`src/rtl/bus_fetch_master_if.sv`:
```
// Bus/request bundle for bus_fetch_master.
//   master : the fetch engine's view (drives the 4-bit bus, SYNC, ROM command,
//            request ready and the response).
//   slave  : the environment's view (ROM responders, requester, halt source).
// Signals:
//   halt                        freeze request from the environment
//   data_i / data_o / data_en   split 4-bit shared data bus
//   sync, rom_cmd               bus cycle framing and ROM command strobe
//   req_valid/req_ready/req_addr  fetch request handshake
//   resp_valid/resp_data        one-clock response strobe and fetched byte
interface bus_fetch_master_if;
  logic        halt;
  logic [3:0]  data_i;
  logic [3:0]  data_o;
  logic        data_en;
  logic        sync;
  logic        rom_cmd;
  logic        req_valid;
  logic        req_ready;
  logic [11:0] req_addr;
  logic        resp_valid;
  logic [7:0]  resp_data;

  modport master (
    input  halt, data_i, req_valid, req_addr,
    output data_o, data_en, sync, rom_cmd, req_ready, resp_valid, resp_data
  );

  modport slave (
    output halt, data_i, req_valid, req_addr,
    input  data_o, data_en, sync, rom_cmd, req_ready, resp_valid, resp_data
  );
endinterface

```
`src/rtl/bus_fetch_master.sv`:
```
// Minimal 4004-style bus initiator. Runs the 8-phase bus cycle
// (A1 A2 A3 M1 M2 X1 X2 X3), drives a 12-bit address nibble-wise in A1-A3,
// captures the returned byte in M1/M2 and presents it as a one-clock
// response in X1. One request can be held while a fetch is in flight.
// Ports:
//   clock  system clock
//   reset  synchronous, active-low reset
//   bus    bus_fetch_master_if.master (halt, split data bus, sync, rom_cmd,
//          request handshake, response)
// Parameters:
//   DRIVE_IDLE  1: idle cycles still drive IDLE_ADDR in A1-A3 (no rom_cmd)
//   IDLE_ADDR   address shown on idle cycles when DRIVE_IDLE=1
module bus_fetch_master #(
  parameter bit          DRIVE_IDLE = 1'b0,
  parameter logic [11:0] IDLE_ADDR  = 12'h000
) (
  input  logic              clock,
  input  logic              reset,
  bus_fetch_master_if.master bus
);

  localparam logic [2:0] PH_A1 = 3'd0;
  localparam logic [2:0] PH_A2 = 3'd1;
  localparam logic [2:0] PH_A3 = 3'd2;
  localparam logic [2:0] PH_M1 = 3'd3;
  localparam logic [2:0] PH_M2 = 3'd4;
  localparam logic [2:0] PH_X1 = 3'd5;
  localparam logic [2:0] PH_X3 = 3'd7;

  logic [2:0]  phase;
  logic        pending;
  logic        active;
  logic [11:0] hold_addr;
  logic [11:0] cur_addr;
  logic [3:0]  opr;
  logic [3:0]  opa;
  logic [11:0] drive_addr;

  always_ff @(posedge clock) begin
    if (!reset) begin
      phase     <= PH_X3;
      pending   <= 1'b0;
      active    <= 1'b0;
      hold_addr <= '0;
      cur_addr  <= '0;
      opr       <= '0;
      opa       <= '0;
    end else if (!bus.halt) begin
      phase <= phase + 3'd1;
      // Acceptance and launch never collide: launch needs pending=1,
      // acceptance needs pending=0.
      if (bus.req_valid && !pending) begin
        hold_addr <= bus.req_addr;
        pending   <= 1'b1;
      end
      if (phase == PH_X3) begin
        active <= pending;
        if (pending) begin
          cur_addr <= hold_addr;
          pending  <= 1'b0;
        end
      end
      if (active && phase == PH_M1) opr <= bus.data_i;
      if (active && phase == PH_M2) opa <= bus.data_i;
    end
  end

  // Idle cycles show IDLE_ADDR (only when DRIVE_IDLE) but never assert rom_cmd,
  // so responders ignore them.
  always_comb begin
    bus.data_o  = '0;
    bus.data_en = 1'b0;
    bus.rom_cmd = 1'b0;
    drive_addr  = active ? cur_addr : IDLE_ADDR;
    if (active || DRIVE_IDLE) begin
      case (phase)
        PH_A1: begin bus.data_en = 1'b1; bus.data_o = drive_addr[3:0];  end
        PH_A2: begin bus.data_en = 1'b1; bus.data_o = drive_addr[7:4];  end
        PH_A3: begin
          bus.data_en = 1'b1;
          bus.data_o  = drive_addr[11:8];
          bus.rom_cmd = active;
        end
        default: ;
      endcase
    end
  end

  assign bus.sync       = (phase == PH_X3);
  assign bus.req_ready  = !pending && !bus.halt;
  // Gated by halt so a halt parked in X1 yields exactly one pulse on release.
  assign bus.resp_valid = active && (phase == PH_X1) && !bus.halt;
  assign bus.resp_data  = {opr, opa};

endmodule

```
`src/flat_wrapper.sv`:
```
// flat-port wrapper written by rule: the top's interface ports become plain ports
module bus_fetch_master_flat 
#(
  parameter bit          DRIVE_IDLE = 1'b0,
  parameter logic [11:0] IDLE_ADDR  = 12'h000
)
  (clock, reset, bus_halt, bus_data_i, bus_req_valid, bus_req_addr, bus_data_o, bus_data_en, bus_sync, bus_rom_cmd, bus_req_ready, bus_resp_valid, bus_resp_data);
  bus_fetch_master_if bus_i ();
  input  logic clock;
  input  logic reset;
  input wire logic [$bits(bus_i.halt)-1:0] bus_halt;
  input wire logic [$bits(bus_i.data_i)-1:0] bus_data_i;
  input wire logic [$bits(bus_i.req_valid)-1:0] bus_req_valid;
  input wire logic [$bits(bus_i.req_addr)-1:0] bus_req_addr;
  output wire logic [$bits(bus_i.data_o)-1:0] bus_data_o;
  output wire logic [$bits(bus_i.data_en)-1:0] bus_data_en;
  output wire logic [$bits(bus_i.sync)-1:0] bus_sync;
  output wire logic [$bits(bus_i.rom_cmd)-1:0] bus_rom_cmd;
  output wire logic [$bits(bus_i.req_ready)-1:0] bus_req_ready;
  output wire logic [$bits(bus_i.resp_valid)-1:0] bus_resp_valid;
  output wire logic [$bits(bus_i.resp_data)-1:0] bus_resp_data;
  assign bus_i.halt = bus_halt;
  assign bus_i.data_i = bus_data_i;
  assign bus_i.req_valid = bus_req_valid;
  assign bus_i.req_addr = bus_req_addr;
  assign bus_data_o = bus_i.data_o;
  assign bus_data_en = bus_i.data_en;
  assign bus_sync = bus_i.sync;
  assign bus_rom_cmd = bus_i.rom_cmd;
  assign bus_req_ready = bus_i.req_ready;
  assign bus_resp_valid = bus_i.resp_valid;
  assign bus_resp_data = bus_i.resp_data;
  bus_fetch_master #(.DRIVE_IDLE(DRIVE_IDLE), .IDLE_ADDR(IDLE_ADDR)) u_core (.clock(clock), .reset(reset), .bus(bus_i));
endmodule
```
`config.mk`:
```
export PLATFORM = sky130hd
export DESIGN_NAME = bus_fetch_master_flat
export DESIGN_NICKNAME = d
export VERILOG_FILES = /design/src/rtl/bus_fetch_master_if.sv /design/src/rtl/bus_fetch_master.sv /design/src/flat_wrapper.sv
export SDC_FILE = /design/constraint.sdc
export NUM_CORES = 1
export LEC_CHECK = 0
export ABC_AREA = 1
export CORE_MARGIN = 1.5
export CORE_UTILIZATION = 30
export CTS_CLUSTER_SIZE = 30
export DETAILED_ROUTE_END_ITERATION = 10
export GPL_ROUTABILITY_DRIVEN = 1
export PLACE_DENSITY = 0.53
export SYNTH_ARGS = -nofsm -noshare
export SYNTH_HDL_FRONTEND = slang
export SYNTH_SLANG_ARGS = --single-unit
```
`constraint.sdc`:
```
create_clock -name clock -period 1.58 [get_ports clock]
set_clock_uncertainty 0.1 [all_clocks]
set_input_delay 0.316 -clock clock [delete_from_list [all_inputs] [get_ports clock]]
set_output_delay 0.316 -clock clock [all_outputs]
set_load 0.1 [all_outputs]
```
### Word level (Yosys, flattened, before mapping)

Index checks and enable logic that the tools add are counted.

* bits of input ports: 20
* latch bits: 0
* memories kept: 0
* register bits: 37
* RAM bits: 0
* bits in read-only memories: 0

* eq/ne operators: 6
* shift-type cells: 0
* bitwise gates (word level): 1
* reductions and logical operators: 15
* $mul: 0
* magnitude comparators: 0
* div/mod/pow operators: 0
* muxes and demuxes: 9
* add/sub/neg operators: 1

Operator list (number)
* one-hot mux 4 bit (3 select lines): 1
* == test 3 bit, second input constant: 3
* AND reduction 2 bit: 4
* two-way mux 1 bit: 7
* == test 3 x 2 -> 1 bit, second input constant: 2
* logical AND 1 bit: 6
* two-way mux 4 bit: 1
* adder 3 x 1 -> 3 bit, second input constant: 1
* == test 3 x 1 -> 1 bit, second input constant: 1
* logical NOT 3 bit: 1
* AND reduction 3 bit: 1
* OR reduction 3 bit: 1
* logical NOT 1 bit: 2
* NOT 1 bit: 1

### Longest topological paths before layout

* depth after elaboration: 5
* mapped depth: 7
* gate-level depth less buffers: 7

### Worst setup path after synthesis

OpenSTA, ideal clock, no wires.

* path type: register to output
* start point: reg u_core.phase[2]
* end point: out bus_data_en
* path buffers: 1
* data arrival time: 2200 ps
* data required time: 1164 ps
* setup slack: -1036 ps
* stages on the path, launching flop included: 5
* path through: dfxtp_1 inv_1 buf_2 nand2_1 a21oi_1

* word-level cells in the longest chain between the ends: 4

Ends and longest elaborated chain
* start: declaration: line bus_fetch_master.sv:30 `logic [2:0] phase;`
* start signal: assignment: line bus_fetch_master.sv:49 `phase <= phase + 3'd1;`
* == test 3 x 1 -> 1 bit, or another cell as far along: line bus_fetch_master.sv:76 `case (phase)`
* OR reduction 3 bit (no line) *
* two-way mux 1 bit *: line bus_fetch_master.sv:76
* two-way mux 1 bit *: line bus_fetch_master.sv:75 `if (active || DRIVE_IDLE) begin`
* end: declaration: line flat_wrapper.sv:16 `output wire logic [$bits(bus_i.data_en)-1:0] bus_data_en;`

Mark *: on every way between the ends. The rest lies on a longest branch, timed or not.

### Final worst setup path

* start point: reg u_core.phase[1]
* end point: out bus_data_o[1]

* word-level cells in the longest chain between the ends: 3

Ends and longest elaborated chain
* == test 3 x 2 -> 1 bit, or another cell as far along: line bus_fetch_master.sv:76
* one-hot mux 4 bit (3 select lines) *: line bus_fetch_master.sv:76
* two-way mux 4 bit *: line bus_fetch_master.sv:75
* end: declaration: line flat_wrapper.sv:15 `output wire logic [$bits(bus_i.data_o)-1:0] bus_data_o;`

Marks and branches as above.

==> metrics <==
outcome complete, but fails checks; violated checks setup timing; clock transition at the registers of the reported paths 0.07 ns; Core Footprint a little under 6000 um2; first-pass GRT wire length 6.93 mm; sw frac 0.265; drt initial violations 53; dpl ws -0.189 ns; top_reg_cell synth dfxtp_1; worst r2r dst u_core.cur_addr[11]; Synth Register Bits 37; fin cells roughly 360; gpl congestion 0.761; mux cell area share after synthesis 0; die width 81.7 um; largest family of logic cells by synthesized area simple AND/OR/NAND/NOR gates; Worst-Skew Late Latency 0.29 ns; share of layout cells above drive strength 1 0.429; MaxCap Viol Count 0; P_int 1.70 mW; Worst setup SP type flip-flop; Post-Synth Simple-Gate Area 0.387; Net Sw Power slightly above 0.6 mW; Vert. Die Dim slightly above 80 um; final worst setup slack -0.270 ns; Synthesized Nets between 200 and 300; number of global-route vias before repair between 1k and 1.5k; GRT Total Usage 0.137; RSZ-0062 raised after global routing yes; Comb pwr share 0.199; number of flops mapped to enable cells by yosys 0; Synth Area in Compound Gates 0.0761; initial antenna violation count 0; max_slew headroom 0.821; leakage between 1 and 1.5 nW; area share of fa/ha/maj cells after synthesis 0.0404; setup TNS -1.73 ns; Routed WL per cell around 11 um; Final Cycle Share 1.17; hold_sp u_core.cur_addr[10]; Post-Syn Area per Cell 7.87 um2; H-Tree Level Count 2; hold crit path type reg -> reg; Crit Path Class reg -> out; Worst-Margin Slew roughly 0.27 ns; Max VDD drop roughly 360 uV; residual DRC count 0; sequential power share 0.434; Slowest cell on crit path dfxtp_4; Final Max Tran Viols 0; Final Hold Fails 0; GRT overflow 0; Clk pwr share 0.367; synthesis warning total 0; final wirelength just over 4 mm; PwrDens between 700 and 800 nW/um2; most used cell along the critical path nand3_2; sequential area share after synthesis 0.399; Synth cell types 23; Mapped Area between 1500 and 2000 um2; Register-to-Register Path Depth 5; total die area 6670 um2; io pins 37; area grow syn2layout 58.1%; Async SR Flop Fraction 0; critical path capture point type primary output; most frequent cells in the layout nand2_1 (33), dfxtp_1 (33), nor2_1 (28), buf_12 (22), clkdlybuf4s50_1 (18); hold path depth 2; CP max stage delay 0.38 ns; Initial Util 0.312; clk buf depth 2; vias roughly 1.6k; first-pass iteration count of the detailed router 5; cts hold-fix bufs 0; Mapped Cells roughly 240; Peak Freq ~540 MHz; CP cell instances inv_4 -> ha_4 -> nand3_2 -> nand3_2 -> nand2_2 -> clkinvlp_4 -> buf_12; PortBufs 36; Post-layout nets between 300 and 400; CTS tree built; FF-to-FF Start u_core.phase[0]; Inserted Diodes 0; root buffer cell clkbuf_8; antenna-violating nets left 0; clock sink count 37; XOR/XNOR share of the synthesized area 0; WP data arrival approximately 1.4 ns; Hold EP u_core.cur_addr[10]; worst reg-to-reg setup slack approximately 0.15 ns; Core Util, Final 0.493; Worst EP required approximately 1.2 ns; Via density 4.46; crit path time final 1.85 ns; Detail Placement HPWL around 3 mm; placed insts roughly 350; Final setup viols 8; Cell Rows 28; crit-path max FO 6; pin count of the biggest net entering global routing 22; TritonCTS Buffers 5
[timing repair]
| action | in CTS | in global routing |
|---|---|---|
| endpoints found under the setup margin | 9 | 9 |
| pin swaps | 15 | 9 |
| buffers inserted | 4 | 1 |
| gates resized for setup | 25 | 2 |
[cell type report]
type                            instances  area (um2)
Fill cell                             593        3020
Sequential cell                        37         751
Clock inverter                          1        30.0
Tap cell                               75        93.8
Clock buffer                            7        86.3
Multi-Input combinational cell        167        1110
Timing Repair Buffer                   57         757
Inverter                               20         103
[critical path: cells and delay by family (launching register included)]
family                   cells  cell delay (ns)
adder cells (fa/ha/maj)      1             0.19
flip-flops                   1             0.38
buffers and inverters        3             0.32
AND/OR/NAND/NOR              3             0.25
[Yosys cell counts (2+ instances only)]
cell	number	area share
nand2_1	39	0.079
dfxtp_1	37	0.40
nor2_1	30	0.061
nand3_1	20	0.054
inv_1	18	0.036
nor2_2	14	0.047
nand3b_1	12	0.049
nand4_1	12	0.040
a21oi_2	9	0.042
nand2_2	9	0.030
a21oi_1	8	0.022
buf_2	8	0.022
ha_1	6	0.040
o21ai_0	3	0.0081
buf_12	2	0.022
inv_4	2	0.0067
[power by group through the flow]
stage	logic, mW	registers (mW)	clock network [mW]
2_1_floorplan	0.272	1.02	0
3_3_place_gp	0.432	1.02	0
3_5_place_dp	0.431	1.02	0
4_1_cts	0.461	1.00	0.873
5_1_grt	0.501	1.01	0.904
6_report	0.460	1.00	0.847
[flip-flops by register name (all words and copies together) (netlist names)]
signal            flops
u_core.hold_addr     12
u_core.active         1
u_core.opr            4
u_core.opa            4
u_core.phase          3
u_core.pending        1
u_core.cur_addr      12
[cell families (layout without fill, tap and decap cells)]
family          Yosys count  in the layout
compound gates           21             21
flops                    37             37
simple gates            140            140
buf+inv                  32             85
fa+ha+maj                 6              6
[metal layers]
metal	up-vias	wire [um]	GRT usage	part of all wire
met4	0	66	0.0508	0.016
met5	-	0	0	0
met1	723	2010	0.189	0.50
met2	23	1870	0.207	0.46
met3	5	112	0.0333	0.028
li1	874	-	-	-
[per-stage QoR]
stage | cell area (um2) | hold WS (ns) | power, mW
3_3_place_gp | 2670 | 0.352 | 1.45
4_1_cts | 2920 | 0.367 | 2.33
5_1_grt | 2940 | 0.391 | 2.41
6_report | 2940 | 0.376 | 2.31
2_1_floorplan | 1980 | 0.305 | 1.29
3_5_place_dp | 2670 | 0.356 | 1.45
[how the worst max path moves through the flow]
stage / startpoint / end / slack [ns] / cells after the start
detailed placement: bus_halt / bus_req_ready / -0.19 / 5
global placement: bus_halt / bus_req_ready / -0.18 / 5
CTS: u_core.phase[0] / bus_data_o[0] / -0.27 / 7
finish: u_core.phase[1] / bus_data_o[1] / -0.27 / 7
global route: u_core.phase[1] / bus_data_o[1] / -0.32 / 7
floorplan: u_core.phase[1] / bus_data_o[1] / -0.06 / 6
Note: power is estimated with default switching activity, not from simulation.
